`src/rtl/sprite_motion_fsm.sv`:
```
`timescale 1ns/1ps
// Player sprite motion/animation controller: move/anim clock-enable ticks drive x/y, facing and sprite-sheet column.
// Define SPRITE_WRAP_EN to make the horizontal screen edges wrap instead of clamp.
module sprite_motion_fsm #(
   parameter int COORD_W     = 10,
   parameter int SPRITE_W    = 50,
   parameter int SCREEN_W    = 640,
   parameter int X_START     = 200,
   parameter int GROUND_Y    = 430,
   parameter int JUMP_H      = 110,
   parameter int MOVE_DIV    = 131072,
   parameter int ANIM_DIV    = 16,
   parameter int WALK_FRAMES = 4,
   parameter int RIGHT_BASE  = 0,
   parameter int LEFT_BASE   = 250,
   parameter int ATK_R       = 200,
   parameter int ATK_L       = 450,
   parameter int HIT_R       = 550,
   parameter int HIT_L       = 500,
   parameter int ATK_TICKS   = 2
) (
   input  logic               clk,
   input  logic               rst,
   input  logic               forward,
   input  logic               backward,
   input  logic               jump,
   input  logic               attack,
   input  logic               hit,
   output logic [COORD_W-1:0] x_pos,
   output logic [COORD_W-1:0] y_pos,
   output logic [COORD_W-1:0] sprite_num,
   output logic               facing,
   output logic               attack_active,
   output logic [2:0]         state,
   output logic               move_tick
);

   localparam int DIV_W   = (MOVE_DIV    > 1) ? $clog2(MOVE_DIV)    : 1;
   localparam int ANIM_W  = (ANIM_DIV    > 1) ? $clog2(ANIM_DIV)    : 1;
   localparam int FRAME_W = (WALK_FRAMES > 1) ? $clog2(WALK_FRAMES) : 1;
   localparam int JUMP_W  = (JUMP_H      > 0) ? $clog2(JUMP_H + 1)  : 1;
   localparam int ATK_LEN = ATK_TICKS * ANIM_DIV;
   localparam int ATK_W   = (ATK_LEN     > 1) ? $clog2(ATK_LEN)     : 1;

   localparam logic [DIV_W-1:0]   DIV_LAST   = DIV_W'(MOVE_DIV - 1);
   localparam logic [ANIM_W-1:0]  ANIM_LAST  = ANIM_W'(ANIM_DIV - 1);
   localparam logic [FRAME_W-1:0] FRAME_LAST = FRAME_W'(WALK_FRAMES - 1);
   localparam logic [JUMP_W-1:0]  JUMP_TOP   = JUMP_W'(JUMP_H);
   localparam logic [ATK_W-1:0]   ATK_LAST   = ATK_W'(ATK_LEN - 1);

   localparam logic [COORD_W-1:0] C_ONE    = COORD_W'(1);
   localparam logic [COORD_W-1:0] X_MAX    = COORD_W'(SCREEN_W - SPRITE_W);
   localparam logic [COORD_W-1:0] X_RESET  = COORD_W'(X_START);
   localparam logic [COORD_W-1:0] Y_GROUND = COORD_W'(GROUND_Y);
   localparam logic [COORD_W-1:0] STRIDE   = COORD_W'(SPRITE_W);
   localparam logic [COORD_W-1:0] C_R_BASE = COORD_W'(RIGHT_BASE);
   localparam logic [COORD_W-1:0] C_L_BASE = COORD_W'(LEFT_BASE);
   localparam logic [COORD_W-1:0] C_ATK_R  = COORD_W'(ATK_R);
   localparam logic [COORD_W-1:0] C_ATK_L  = COORD_W'(ATK_L);
   localparam logic [COORD_W-1:0] C_HIT_R  = COORD_W'(HIT_R);
   localparam logic [COORD_W-1:0] C_HIT_L  = COORD_W'(HIT_L);

   // Position taken when a move runs off an edge: wrap to the opposite edge, or hold.
`ifdef SPRITE_WRAP_EN
   localparam logic [COORD_W-1:0] X_FWD_EDGE = '0;
   localparam logic [COORD_W-1:0] X_BWD_EDGE = X_MAX;
`else
   localparam logic [COORD_W-1:0] X_FWD_EDGE = X_MAX;
   localparam logic [COORD_W-1:0] X_BWD_EDGE = '0;
`endif

   typedef enum logic [2:0] {
      S_IDLE      = 3'd0,
      S_WALK      = 3'd1,
      S_JUMP_UP   = 3'd2,
      S_JUMP_DOWN = 3'd3,
      S_ATTACK    = 3'd4,
      S_HIT       = 3'd5
   } state_t;

   state_t               r_state;
   logic [DIV_W-1:0]     r_div;
   logic [ANIM_W-1:0]    r_anim;
   logic [FRAME_W-1:0]   r_idx;
   logic [JUMP_W-1:0]    r_jump_cnt;
   logic [ATK_W-1:0]     r_atk_cnt;
   logic [COORD_W-1:0]   r_x, r_y, r_sprite;
   logic                 r_facing, r_attack;

   state_t               w_next;
   logic                 w_move_tick, w_anim_tick;
   logic                 w_fwd_only, w_bwd_only, w_dir;
   logic                 w_face_nxt;
   logic [FRAME_W-1:0]   w_idx_nxt;
   logic [COORD_W-1:0]   w_x_moved, w_y_up, w_y_dn, w_walk_base, w_sprite_nxt;

   assign w_move_tick = (r_div == DIV_LAST);
   assign w_anim_tick = w_move_tick && (r_anim == ANIM_LAST);
   assign w_fwd_only  = forward & ~backward;
   assign w_bwd_only  = backward & ~forward;
   assign w_dir       = w_fwd_only | w_bwd_only;
   assign w_y_up      = r_y - C_ONE;
   assign w_y_dn      = r_y + C_ONE;

   // NOTE: every signal written in always_comb gets a default first, so no path leaves it unassigned and no latch is inferred.
   always_comb begin
      w_x_moved  = r_x;
      w_face_nxt = r_facing;
      if (w_fwd_only) begin
         w_face_nxt = 1'b1;
         w_x_moved  = (r_x >= X_MAX) ? X_FWD_EDGE : r_x + C_ONE;
      end else if (w_bwd_only) begin
         w_face_nxt = 1'b0;
         w_x_moved  = (r_x == '0) ? X_BWD_EDGE : r_x - C_ONE;
      end
   end

   // Next state for the coming move tick; priority hit > attack > jump > walk.
   always_comb begin
      w_next = r_state;
      if (hit) begin
         w_next = S_HIT;
      end else begin
         case (r_state)
            S_IDLE, S_WALK: begin
               if (attack)     w_next = S_ATTACK;
               else if (jump)  w_next = S_JUMP_UP;
               else if (w_dir) w_next = S_WALK;
               else            w_next = S_IDLE;
            end
            S_ATTACK: begin
               if (jump)                       w_next = S_JUMP_UP;
               else if (r_atk_cnt == ATK_LAST) w_next = w_dir ? S_WALK : S_IDLE;
            end
            S_JUMP_UP:   if (r_jump_cnt == JUMP_TOP) w_next = S_JUMP_DOWN;
            S_JUMP_DOWN: if (w_y_dn == Y_GROUND)     w_next = w_dir ? S_WALK : S_IDLE;
            S_HIT:       w_next = S_HIT;
            default:     w_next = S_IDLE;
         endcase
      end
   end

   // The walk frame only advances while walking on in the same direction.
   always_comb begin
      w_idx_nxt = '0;
      if (w_next == S_WALK && r_state == S_WALK && w_face_nxt == r_facing) begin
         w_idx_nxt = r_idx;
         if (w_anim_tick) w_idx_nxt = (r_idx == FRAME_LAST) ? '0 : r_idx + FRAME_W'(1);
      end
      w_walk_base = w_face_nxt ? C_R_BASE : C_L_BASE;
      case (w_next)
         S_HIT:    w_sprite_nxt = r_facing ? C_HIT_R : C_HIT_L;
         S_ATTACK: w_sprite_nxt = r_facing ? C_ATK_R : C_ATK_L;
         S_WALK:   w_sprite_nxt = w_walk_base + COORD_W'(w_idx_nxt) * STRIDE;
         default:  w_sprite_nxt = w_walk_base;
      endcase
   end

   // NOTE: all registered state uses non-blocking assignments so every update sees pre-edge values.
   always_ff @(posedge clk) begin
      if (rst) begin
         r_div      <= '0;
         r_anim     <= '0;
         r_state    <= S_IDLE;
         r_idx      <= '0;
         r_jump_cnt <= '0;
         r_atk_cnt  <= '0;
         r_x        <= X_RESET;
         r_y        <= Y_GROUND;
         r_sprite   <= C_R_BASE;
         r_facing   <= 1'b1;
         r_attack   <= 1'b0;
      end else begin
         r_div <= w_move_tick ? '0 : r_div + DIV_W'(1);
         if (w_move_tick) begin
            r_anim    <= (r_anim == ANIM_LAST) ? '0 : r_anim + ANIM_W'(1);
            r_state   <= w_next;
            r_idx     <= w_idx_nxt;
            r_sprite  <= w_sprite_nxt;
            r_attack  <= (w_next == S_ATTACK);
            r_atk_cnt <= (r_state == S_ATTACK && w_next == S_ATTACK) ? r_atk_cnt + ATK_W'(1) : '0;
            if (w_next inside {S_IDLE, S_WALK, S_JUMP_UP, S_JUMP_DOWN}) begin
               r_x      <= w_x_moved;
               r_facing <= w_face_nxt;
            end
            if (w_next == S_JUMP_UP) begin
               r_y        <= w_y_up;
               r_jump_cnt <= (r_state == S_JUMP_UP) ? r_jump_cnt + JUMP_W'(1) : JUMP_W'(1);
            end else if (w_next == S_JUMP_DOWN || (r_state == S_JUMP_DOWN && w_next != S_HIT)) begin
               r_y <= w_y_dn;
            end
         end
      end
   end

   assign x_pos         = r_x;
   assign y_pos         = r_y;
   assign sprite_num    = r_sprite;
   assign facing        = r_facing;
   assign attack_active = r_attack;
   assign state         = r_state;
   assign move_tick     = w_move_tick;

endmodule
```
`config.mk`:
```
export PLATFORM = sky130hd
export DESIGN_NAME = sprite_motion_fsm
export DESIGN_NICKNAME = d
export VERILOG_FILES = /design/src/rtl/sprite_motion_fsm.sv
export SDC_FILE = /design/constraint.sdc
export NUM_CORES = 1
export LEC_CHECK = 0
export ABC_CLOCK_PERIOD_IN_PS = 6750
export CAP_MARGIN = 5
export CORE_MARGIN = 2
export CORE_UTILIZATION = 62
export DETAILED_ROUTE_END_ITERATION = 7
export PLACE_DENSITY = 0.86
export SLEW_MARGIN = 10
export SYNTH_ARGS = -nofsm -noshare
export SYNTH_HDL_FRONTEND = slang
export SYNTH_SLANG_ARGS = --single-unit
export TNS_END_PERCENT = 50
```
`constraint.sdc`:
```
create_clock -name clk -period 6.75 [get_ports clk]
set_clock_uncertainty 0.1 [all_clocks]
set_input_delay 1.35 -clock clk [delete_from_list [all_inputs] [get_ports clk]]
set_output_delay 1.35 -clock clk [all_outputs]
set_load 0.02 [all_outputs]
```
Yosys cells after proc, flatten, opt, wreduce, memory -nomap -nowiden

Cells that the tools add are included.
Widths: inputs -> output; s select.

Register bits: 70

Equal/unequal tests: 18
$add $sub $neg: 10
Bitwise operators: 5
Order comparisons: 1
Reduce and logical (&&, ||, !) cells: 18
Muxes and demuxes: 27
Multipliers: 1

Operator list:

| operator              | number |
|---|---|
| $mux 10               | 7 |
| $pmux 10 s3           | 1 |
| $add 10x1->10 const B | 2 |
| $sub 10x1->10 const B | 2 |
| $mux 3                | 6 |
| $add 17x1->17 const B | 1 |
| $eq 17x17->1 const B  | 1 |
| $pmux 3 s5            | 1 |
| $eq 3x2->1 const B    | 4 |
| $eq 3x3->1 const B    | 4 |
| $eq 10x9->1 const B   | 1 |
| $ge 10x10->1 const B  | 1 |
| $logic_not 10->1      | 1 |
| $add 8x8->9           | 1 |
| $mux 9                | 1 |
| $mux 2                | 4 |
| $mux 8                | 1 |
| $add 7x1->7 const B   | 1 |
| $eq 7x7->1 const B    | 1 |
| $mul 2x5->7 const B   | 1 |
| $mux 7                | 1 |
| $eq 3x1->1 const B    | 2 |
| $logic_not 3->1       | 2 |
| $reduce_and 2->1      | 3 |
| other kinds (20)      | 30 |

Depth between registers and ports, before layout

Gate-level depths: netlist of the first run.

Depth in word-level cells: 15
Mapped depth: 20
Depth with buffers taken out: 20

Least setup slack after synthesis of the first run

OpenSTA, ideal clock, no wires.

Path kind: in2reg
Start point: in backward
End point: reg r_sprite[7] (netlist: sprite_num[7])
Slack: 2576 ps
Cell stages on the path: 15
Arrival time: 3983 ps
Required time: 6559 ps
Setup time: 91 ps
Path through: inv_1 > ha_1 > clkbuf_1 > clkinv_1 > a31o_2 > or3_4 > ha_1 > inv_1 > ha_1 > inv_1 > o21bai_1 > a21oi_1 > xnor2_1 > nand3_1 > a311oi_1

Cells in the longest elaborated chain, start to end: 15
Elaborated cells on any way between the ends: 25

RTL lines:

| item                                    | RTL line      | RTL |
|---|---|---|
| start, declared                         | 25            | `input logic backward,` |
| $not 1->1                               | 99            | `assign w_fwd_only = forward & ~backward;` |
| $and 1x1->1                             | 99            |  |
| $or 1x1->1                              | 101           | `assign w_dir = w_fwd_only \| w_bwd_only;` |
| $mux 1                                  | 128, 133, 136 |  |
| $mux 3 / $mux 2 (equally long branches) | 133, 127      |  |
| $mux 3, on equally long branches        | 132, 126      |  |
| $pmux 3 s5                              | 124           | `case (r_state)` |
| $mux 3                                  | 121           | `if (hit) begin` |
| $eq 3x1->1                              | 146, 151      |  |
| $logic_and 1x1->1 (2 in series)         | 146           | `if (w_next == S_WALK && r_state == S_WALK && w_face_nxt == r_facing) begin` |
| $mux 2                                  | 146           |  |
| $mul 2x5->7                             | 154           | `S_WALK: w_sprite_nxt = w_walk_base + COORD_W'(w_idx_nxt) * STRIDE;` |
| $add 8x8->9                             | 154           |  |
| $pmux 10 s3 *                           | 151           | `case (w_next)` |
| end signal, assigned                    | 179           | `r_sprite <= w_sprite_nxt;` |
| end, declared                           | 87            | `logic [COORD_W-1:0] r_x, r_y, r_sprite;` |

Mark *: on every way between the ends. The rest lies on a longest branch, timed or not.
A chain may end at the register's enable or synchronous reset.

Worst setup path after layout of the first run

Start point: in backward
End point: reg r_sprite[7] (netlist: sprite_num[7])

Cells in the longest elaborated chain, start to end: 15
Elaborated cells on any way between the ends: 25

RTL lines:

| item                                    | RTL line      | RTL |
|---|---|---|
| $not 1->1                               | 99            |  |
| $and 1x1->1                             | 99            |  |
| $or 1x1->1                              | 101           |  |
| $mux 1                                  | 128, 133, 136 |  |
| $mux 3 / $mux 2 (equally long branches) | 133, 127      |  |
| $mux 3, on equally long branches        | 132, 126      |  |
| $pmux 3 s5                              | 124           |  |
| $mux 3                                  | 121           |  |
| $eq 3x1->1                              | 146           |  |
| $logic_and 1x1->1                       | 146           |  |
| $logic_and 1x1->1 *                     | 146           |  |
| $mux 2 *                                | 146           |  |
| named net w_idx_nxt[1]                  | 94            | `logic [FRAME_W-1:0] w_idx_nxt;` |
| $mul 2x5->7 *                           | 154           |  |
| $add 8x8->9 *                           | 154           |  |
| $pmux 10 s3 *                           | 151           |  |

Mark *: on every way through the listed nets, which the timed path passes. The rest lies on a longest branch.

==> key figures, run 1 <==
Cells and area
  • Post-route cell area: around 0.0050 mm2
  • Share of post-route cells with drive strength above 1: 0.0827
  • N_diodes: 0
  • Fillers: 550
  • Layout Area Growth over Synthesis: 13.3%
  • Nets: 581

Clocking
  • Clock Sinks: 69
  • # hold bufs at CTS: 0
  • H-Tree Depth: 3
  • CTS Buf Count: 9
  • Longest Clk Path Bufs: 2
  • Clk pin slew, worst setup/hold paths: 0.08 ns
  • Root Buffer: clkbuf_8
  • Post-cts gate resize count: 0
  • Clock Latency Late Sink: 0.36 ns
  • Post-CTS Setup Repair Bufs: 0
  • CTS tree: built

Synthesis
  • Mapped cell area: ~0.0044 mm2
  • Post-synthesis adder-cell area fraction: 0.0652
  • Yosys reg bits: 69
  • Synth Area in XOR/XNOR: 0.0578
  • Main synth FF type: dfxtp_1
  • Ys Warns: 0
  • Share of flip-flops with an asynchronous set or reset: 0
  • Post-synthesis cell type count: 86
  • Synthesized netlist net count: 557
  • Post-Syn Instances: 527
  • Largest family of logic cells by synthesized area: simple AND/OR/NAND/NOR gates
  • Synth Area in Compound Gates: 0.224
  • Sequential-to-total area share from yosys stat: 0.313
  • Synth Area per Inst: about 8.4 um2
  • Post-synth top area share: 0.313
  • Portion of netlist area occupied by mux cells: 0.0196
  • Synth Area in Simple Gates: 0.266
  • Synth area leader: dfxtp_1
  • Synth area leaders: dfxtp_1, ha_1, a21oi_1, nor2_1, nand2_1
  • Post-synth EDFFs: 0

Detailed routing
  • Wire length per cell: 16.2 um
  • Routed WL: 10.6 mm
  • Vias: 4,165
  • 1st-pass router iterations: 5
  • Vias per inst: around 6.4
  • Number of DRC markers in iteration 0: 277
  • # DRC: 0
  • Routed Antenna Nets: 0

Worst setup path
  • Reg-to-reg critical path startpoint: r_div[3]
  • Worst EP required: roughly 6.9 ns
  • R2R depth: 20
  • Max stage delay on crit path: 0.52 ns
  • Worst reg2reg path endpoint: sprite_num[7]
  • Worst path arrival time: 5.08 ns
  • Critical Path Slowest Stage Cell: ha_1
  • Crit Path Max Fanout: 18
  • Startpoint types: input port
  • Crit path cell chain: clkdlybuf4s50_1 -> inv_1 -> ha_1 -> clkinv_1 -> a31o_2 -> nor3_1 -> ha_1 -> inv_1 -> ha_1 -> inv_1 -> o21bai_1 -> a21oi_1 -> xnor2_1 -> nand3_1 -> a311oi_1
  • Worst Setup End Kind: flop
  • CP Class: in -> reg
  • Flop-to-flop setup slack: 2.10 ns

Floorplanning
  • Starting Density: 0.646
  • Die Y-Extent: 88.4 um
  • Core area: 0.00683 mm2
  • Die Wd: between 80 and 90 um
  • IO Pins: 43
  • Row count: 30
  • Die area: 0.00781 mm2

Hold path
  • Min-delay src: r_div[0]
  • Worst hold path endpoint: r_div[0]
  • Hold depth: 1
  • Hold Crit Class: reg -> reg

Place
  • HPWL after detailed placement: 7.17 mm
  • Placed cell area: 0.00480 mm2
  • Port Buffers: 41
  • GP Congestion: 0.923

Timing
  • Worst-Margin Slew: 0.850 ns
  • Final critical-path required period: 4.92 ns
  • Fmax achieved: 203 MHz
  • Slew HR: 0.432
  • Final TNS setup: 0 ns
  • Slew Viols, Final: 0
  • Final hold vios: 0
  • RSZ-0062 raised after global routing: false
  • Final setup fails: 0
  • Final period util: 0.729
  • WHS: ~0.35 ns

Power and ir drop
  • P per Cell Area: approximately 160 mW/mm2
  • Max IR drop VDD: 0.0988 mV
  • Leakage power: approximately 0.0018 uW

Run
  • Max Cap Viol: 0

Global route
  • Initial antenna violation count: 0
  • Largest net degree at the start of global routing: 40
  • Total grt overflow: 0
  • First-pass GRT wire length: 17.6 mm
  • Vias in the first global route: 3,794
  • Total track usage: 0.279

Run status
  • Status: completed
[worst max-delay path by stage]
stage                        start            end  slack [ns]  cells past startpoint
after floorplan           backward  sprite_num[7]        2.58                     15
after global placement     forward  sprite_num[7]        1.69                     14
after detailed placement  backward  sprite_num[7]        1.53                     15
after CTS                 backward  sprite_num[7]        1.87                     15
after global routing      backward  sprite_num[7]        1.46                     15
final                     backward  sprite_num[7]        1.83                     15
[cell usage after synthesis, drive strengths merged, types with 12 or more instances]
master  instances
nand2          40
dfxtp          69
nor2           52
clkbuf         18
xnor2          15
nand4          13
inv            17
nand3          20
buf            13
xor2           12
o21ai          26
nor3           14
ha             23
a21oi          41
or3            12
[cell families (layout without fill, tap and decap cells)]
logic type      Yosys count  after routing
compound gates          140            140
flops                    69             69
buf+inv                  49             78
xor+xnor                 27             27
fa+ha+maj                23             23
other cells               1              1
mux                       8              8
simple gates            210            210
[final cells by class]
| type | count | area (um2) | area share |
|---|---|---|---|
| sequential | 69 | 1380 | 0.276 |
| tap | 96 | 120 | 0.0240 |
| timing repair buffer | 44 | 433 | 0.0865 |
| inverter | 18 | 67.6 | 0.0135 |
| clock buffer | 9 | 124 | 0.0248 |
| clock inverter | 7 | 80.1 | 0.0160 |
| multi-input combinational | 409 | 2800 | 0.559 |
[per-stage QoR]
step / total power [uW] / util / worst slack [ns] / std cells
5_1_grt: 837 / 0.732 / 1.46 / 652
2_1_floorplan: 455 / - / 2.58 / 527
3_5_place_dp: 468 / 0.702 / 1.53 / 636
6_report: 815 / 0.732 / 1.83 / 652
4_1_cts: 814 / 0.732 / 1.87 / 652
3_3_place_gp: 468 / 0.702 / 1.69 / 636
[worst max-delay path: cells and delay by family]
family,cells,cell delay [ns]
AO/OA/AOI/OAI,4,0.89
buffers and inverters,5,1.01
XOR/XNOR,1,0.13
AND/OR/NAND/NOR,2,0.58
adder cells (fa/ha/maj),3,1.10
[state kept, by name, summed over array words and instances (netlist names)]
signal / cells
r_atk_cnt: 5
state: 3
y_pos: 10
x_pos: 10
attack_active: 1
r_anim: 4
r_div: 17
r_jump_cnt: 7
r_idx: 2
facing: 1
sprite_num: 9
[cells in the final DEF, fill, tap and decap left out, types with 4 or more instances in the layout]
master           count
mux2i_1              6
nor2_1              52
nand2_1             40
xnor2_1             14
nor4_1               4
and2_1               7
and3_1              11
clkbuf_8             9
a21o_1               5
clkdlybuf4s50_1     41
or3_1               11
xor2_1              12
a211oi_1             8
nand2b_1             4
nor2b_1              7
inv_1               17
nand3_1             18
nand4_1             12
dfxtp_1             69
o21ai_0             24
a21oi_1             40
o211ai_1             7
nand3b_1             6
o21a_1               4
ha_1                23
nor3_1              14
[layer usage]
metal	part of all wire	global-route usage	routed length, um
met2	0.47	0.459	5000
met3	0.064	0.0429	673
met4	0.023	0.101	240
met1	0.44	0.372	4660
met5	0	0	0
[where the power goes]
group          total (uW)  switching [uW]  internal, uW  leakage, uW
Sequential            409            1.28           408     0.000557
Combinational        50.9            34.1          16.8      0.00114
Clock                 355             179           175    0.0000968
Note: power is estimated with default switching activity, not from simulation.
==> inputs of run 2 (changes only) <==
- ABC_CLOCK_PERIOD_IN_PS: 6750 -> 4200
- CORE_UTILIZATION: 62 -> 52
- PLACE_DENSITY: 0.86 -> 0.77
- clock period: 6.75 -> 4.2 ns (I/O delays scaled with it)
==> run 2 against run 1 <==
  * Worst setup slack lost 1.6 ns
  * Sequential power increased by 61%
  * Largest cell class unchanged
  * Via count decreased by 0.79%
  * Cell area grew 3.4%
  * Final cell count up 4.1%
  * Total power up 64%
  * First-iteration DRC count down 15%
  * Die area is 18% higher
  * Hold slack got worse by 0.0040 ns
  * Global-route usage shrank 4.1 points
==> key figures, run 2 (synthesized netlist as in run 1, its figures left out) <==
Power and ir drop
  • Max IR drop VDD: around 0.17 mV
  • Logic pwr share: 0.067
  • Part of the power in the clock network: 0.441
  • Leakage power: between 0.0015 and 0.002 uW
  • Reg power frac: 0.492
  • Psw: 305 uW
  • P per Cell Area: between 200 and 300 mW/mm2
  • Power Internal: between 1000 and 1500 uW
  • Sw Ratio: 0.228

Cells and area
  • Commonest non-fill, non-tap cells in the layout: dfxtp_1, nor2_1, clkdlybuf4s50_1, nand2_1, a21oi_1
  • Share of post-route cells with drive strength above 1: 0.120
  • Post-Layout Cell Count: 679
  • Top reg by flops: r_div
  • Nets: 600
  • Layout Area Growth over Synthesis: 17.2%
  • Final Util: 0.630
  • N_diodes: 0
  • Commonest non-fill, non-tap cell in the layout: dfxtp_1
  • Max reg flops: 17

Timing
  • Slew Viols, Final: 0
  • Final hold vios: 0
  • Slew HR: 0.471
  • WHS: 0.349 ns
  • Fmax achieved: 251 MHz
  • Final critical-path required period: 3.99 ns
  • Final WS setup: about 0.21 ns
  • Final setup fails: 0
  • Final period util: 0.949
  • Worst-Margin Slew: ~0.8 ns

Clocking
  • Clock Latency Late Sink: 0.34 ns
  • Root Buffer: clkbuf_8
  • Longest Clk Path Bufs: 2
  • CTS tree: built
  • # hold bufs at CTS: 0
  • Clock Sinks: 69
  • CTS Buf Count: 9
  • Clk pin slew, worst setup/hold paths: 0.08 ns
  • H-Tree Depth: 3

Place
  • HPWL after detailed placement: 7.51 mm
  • Pre-CTS WS: -0.0976 ns
  • GP Congestion: between 0.9 and 1
  • Port Buffers: 41
  • Placed instance count: 659

Detailed routing
  • Wire length per cell: around 16 um
  • 1st-pass router iterations: 4
  • Number of DRC markers in iteration 0: around 240
  • Routed WL: about 11 mm
  • Vias: 4,132
  • # DRC: 0
  • Vias per inst: 6.09
  • Routed Antenna Nets: 0

Worst setup path
  • CP Class: reg -> reg
  • Worst path arrival time: approximately 4.1 ns
  • Crit Path Max Fanout: 5
  • Startpoint types: flop
  • Worst Setup End Kind: flop
  • Worst EP required: 4.34 ns

Floorplanning
  • Die Wd: 96.1 um
  • IO Pins: 43
  • Die Y-Extent: 96.1 um
  • Die area: 0.00924 mm2
  • Starting Density: 0.537
  • Row count: 33
  • Core area: 0.00822 mm2

Global route
  • Initial antenna violation count: 0
  • Total grt overflow: 0
  • Vias in the first global route: 3,760
  • Total track usage: 0.238
  • Largest net degree at the start of global routing: 25
  • First-pass GRT wire length: 17.5 mm

Hold path
  • Hold Crit Class: reg -> reg

Run status
  • Status: completed

Run
  • Max Cap Viol: 0
[run 2: worst paths after layout]
kind / slack [ns] / to / cells after the start / start
max: 0.21 / sprite_num[6] / 18 / r_div[3]
min reg2reg: 0.35 / r_div[0] / 1 / r_div[0]
min: 0.35 / r_div[0] / 1 / r_div[0]
max reg2reg: 0.21 / sprite_num[6] / 18 / r_div[3]
[run 2: per-layer routing]
metal | wire length, um | vias up | GRT usage
li1 | - | 2015 | -
met2 | 5210 | 127 | 0.392
met4 | 95 | 0 | 0.0702
met3 | 577 | 10 | 0.0548
met5 | 0 | - | 0
met1 | 4730 | 1980 | 0.311
[run 2: power by group through the flow]
stage	combinational, uW	clock, uW	sequential [uW]
finish	89.1	590	658
global route	97.3	631	659
CTS	87.8	607	658
detailed placement	87.4	0	673
global placement	85.6	0	673
floorplan	59.1	0	673
[run 2: what timing repair did]
item	4_1_cts	5_1_grt
resized for setup	0	5
endpoints found under the setup margin	0	3
buffers inserted	0	5
[run 2: layout make-up]
| type | instances | area (um2) |
|---|---|---|
| fill | 722 | 3040 |
| multi-input combinational | 409 | 2800 |
| sequential | 69 | 1390 |
| timing repair buffer | 63 | 576 |
| clock buffer | 10 | 138 |
| tap | 105 | 131 |
| clock inverter | 5 | 75.1 |
| inverter | 18 | 67.6 |
[run 2: through the flow]
stage,TNS (ns),cell area [um2],total power [uW]
after detailed placement,-0.120,4910,761
after global routing,-0.0538,5170,1390
after CTS,0,5130,1350
final,0,5170,1340
after global placement,0,4910,759
after floorplan,0,4410,732
[run 2: worst max-delay path: stages (launching register included)]
cell	delay (ns)
dfxtp_2	0.37
and4_1	0.21
nand4_1	0.14
nor2_2	0.19
nand4_1	0.17
nor2_2	0.18
and3_1	0.17
ha_1	0.17
nand4_1	0.16
nor3_1	0.17
a21oi_1	0.06
or3_4	0.36
ha_1	0.30
inv_1	0.05
ha_1	0.31
a21oi_1	0.25
xnor2_1	0.15
nand3_1	0.09
a311oi_1	0.27
==> variant, RTL diff (settings of run 2) <==
The option `SPRITE_WRAP_EN` is turned on by a define.
--- a/src/rtl/sprite_motion_fsm.sv
+++ b/src/rtl/sprite_motion_fsm.sv
@@ -3,2 +3,4 @@
 // Define SPRITE_WRAP_EN to make the horizontal screen edges wrap instead of clamp.
+`define SPRITE_WRAP_EN
+
 module sprite_motion_fsm #(
Behaviour: same outputs for any inputs over 10 cycles, from zero or initial values and one cycle with rst high; that may be too few to reach the edited logic, so the function may still have changed.
==> variant against run 2 <==
Routed wire length fell by 7.7%; worst setup slack improved by 0.063 ns; count of clock-buffer cells in the layout is 1 lower; design area decreased by 5.1%; sequential power is essentially flat; core utilization up 0.23 points; total power fell by 5.8%; die area fell by 4.9%; largest cell class unchanged; synthesized area fell by 5.1%; sequential cell count stayed put; via count decreased by 5.7%; critical path type unchanged.
==> variant: results (changes against run 2) <==
{| class="wikitable"
! Metric !! Value
|-
| Via-to-Cell Ratio || 5.86 (was 6.09)
|-
| Status || finished, final reports clean (unchanged)
|-
| Avg WL per Cell || 14.7 um (was 15.6 um)
|-
| Worst reg2reg path depth || 22 (was 18)
|-
| Rel. slew slack || 60.8% (was 47.1%)
|-
| Per-instance average area after synthesis || 8.00 um2 (was 8.38 um2)
|-
| Cell leakage power || 1.85 nW (was 1.90 nW)
|-
| DRT Pass-1 Iters || 5 (was 4)
|-
| Worst-path fanout max || 4 (was 5)
|-
| Filler-free cell count of the finished design || 665 (was 679)
|-
| Worst R2R End || sprite_num[7] (was sprite_num[6])
|-
| Combined global-route utilization of all metal layers || 22.8% (was 23.8%)
|-
| Count of fill cells added during filler insertion || 697 (was 722)
|-
| Proportion of synthesized chip area in sequential cells || 33.0% (was 31.3%)
|-
| Pin count of the biggest net entering global routing || 34 (was 25)
|-
| Number of cells after detailed placement || 647 (was 659)
|-
| Last weighted congestion value of the routability-driven placer || 0.990 (was 0.960)
|-
| Data arrival time at the worst-slack endpoint || 4.05 ns (was 4.13 ns)
|-
| Number of global-route vias before repair || 3545 (was 3760)
|-
| Proportion of layout cells with a drive suffix above 1 || 9.24% (was 12.0%)
|-
| Worst ir drop on vdd || 0.000193 V (was 0.000170 V)
|-
| First-pass GRT wire length || 16.2 mm (was 17.5 mm)
|-
| DRT iter0 DRCs || 187 (was 235)
|-
| Number of nets in the final layout || 588 (was 600)
|-
| Cell variety after synth || 66 (was 86)
|}
variant: cell type report:
class                      instances  area share [%]
timing repair buffer              55            10.5
clock inverter                     7            1.35
inverter                          18            1.43
tap                              102            2.60
clock buffer                       9            2.52
multi-input combinational        405            53.4
sequential                        69            28.2
variant: per-stage QoR:
| stage | area (um2) | worst slack, ns |
|---|---|---|
| after CTS | 4860 | 0.120 |
| after detailed placement | 4670 | 0.0416 |
| final | 4910 | 0.275 |
| after global placement | 4670 | 0.117 |
| after global routing | 4910 | -0.0251 |
| after floorplan | 4190 | 0.0382 |
variant: per-layer routing:
metal / global-route usage [%] / wire (um)
met5: 0 / 0
met4: 7.49 / 199
met3: 4.49 / 528
met2: 36.4 / 4520
met1: 31.0 / 4550
variant: cell families (layout without fill, tap and decap cells):
logic type               Yosys count  in the layout  share of synthesized area [%]
AND/OR/NAND/NOR                  225            225                           27.2
AO/OA/AOI/OAI                    107            107                           17.1
flip-flops                        69             69                           33.0
buffers and inverters             50             89                           5.23
XOR/XNOR                          38             38                           7.94
adder cells (fa/ha/maj)           23             23                           6.87
multiplexers                      11             11                           2.63
other                              1              1                         0.0895
variant: worst max-delay path by stage:
stage | end | depth (start not counted) | startpoint
after global routing | sprite_num[7] | 22 | r_div[3]
after CTS | sprite_num[7] | 22 | r_div[3]
after floorplan | sprite_num[7] | 23 | r_div[3]
after global placement | sprite_num[7] | 18 | forward
after detailed placement | sprite_num[7] | 18 | forward
final | sprite_num[7] | 22 | r_div[3]
variant: what timing repair did:
action                     in CTS  in global routing
buffers inserted                0                  2
resized for setup               0                  8
setup endpoints to repair       0                  5
variant: report_power, final:
group	internal (W)	leakage, nW	switching, W
clock network	0.000271	0.0987	0.000257
registers	0.000656	0.558	0.00000170
logic	0.0000276	1.20	0.0000465
total	0.000954	1.85	0.000306
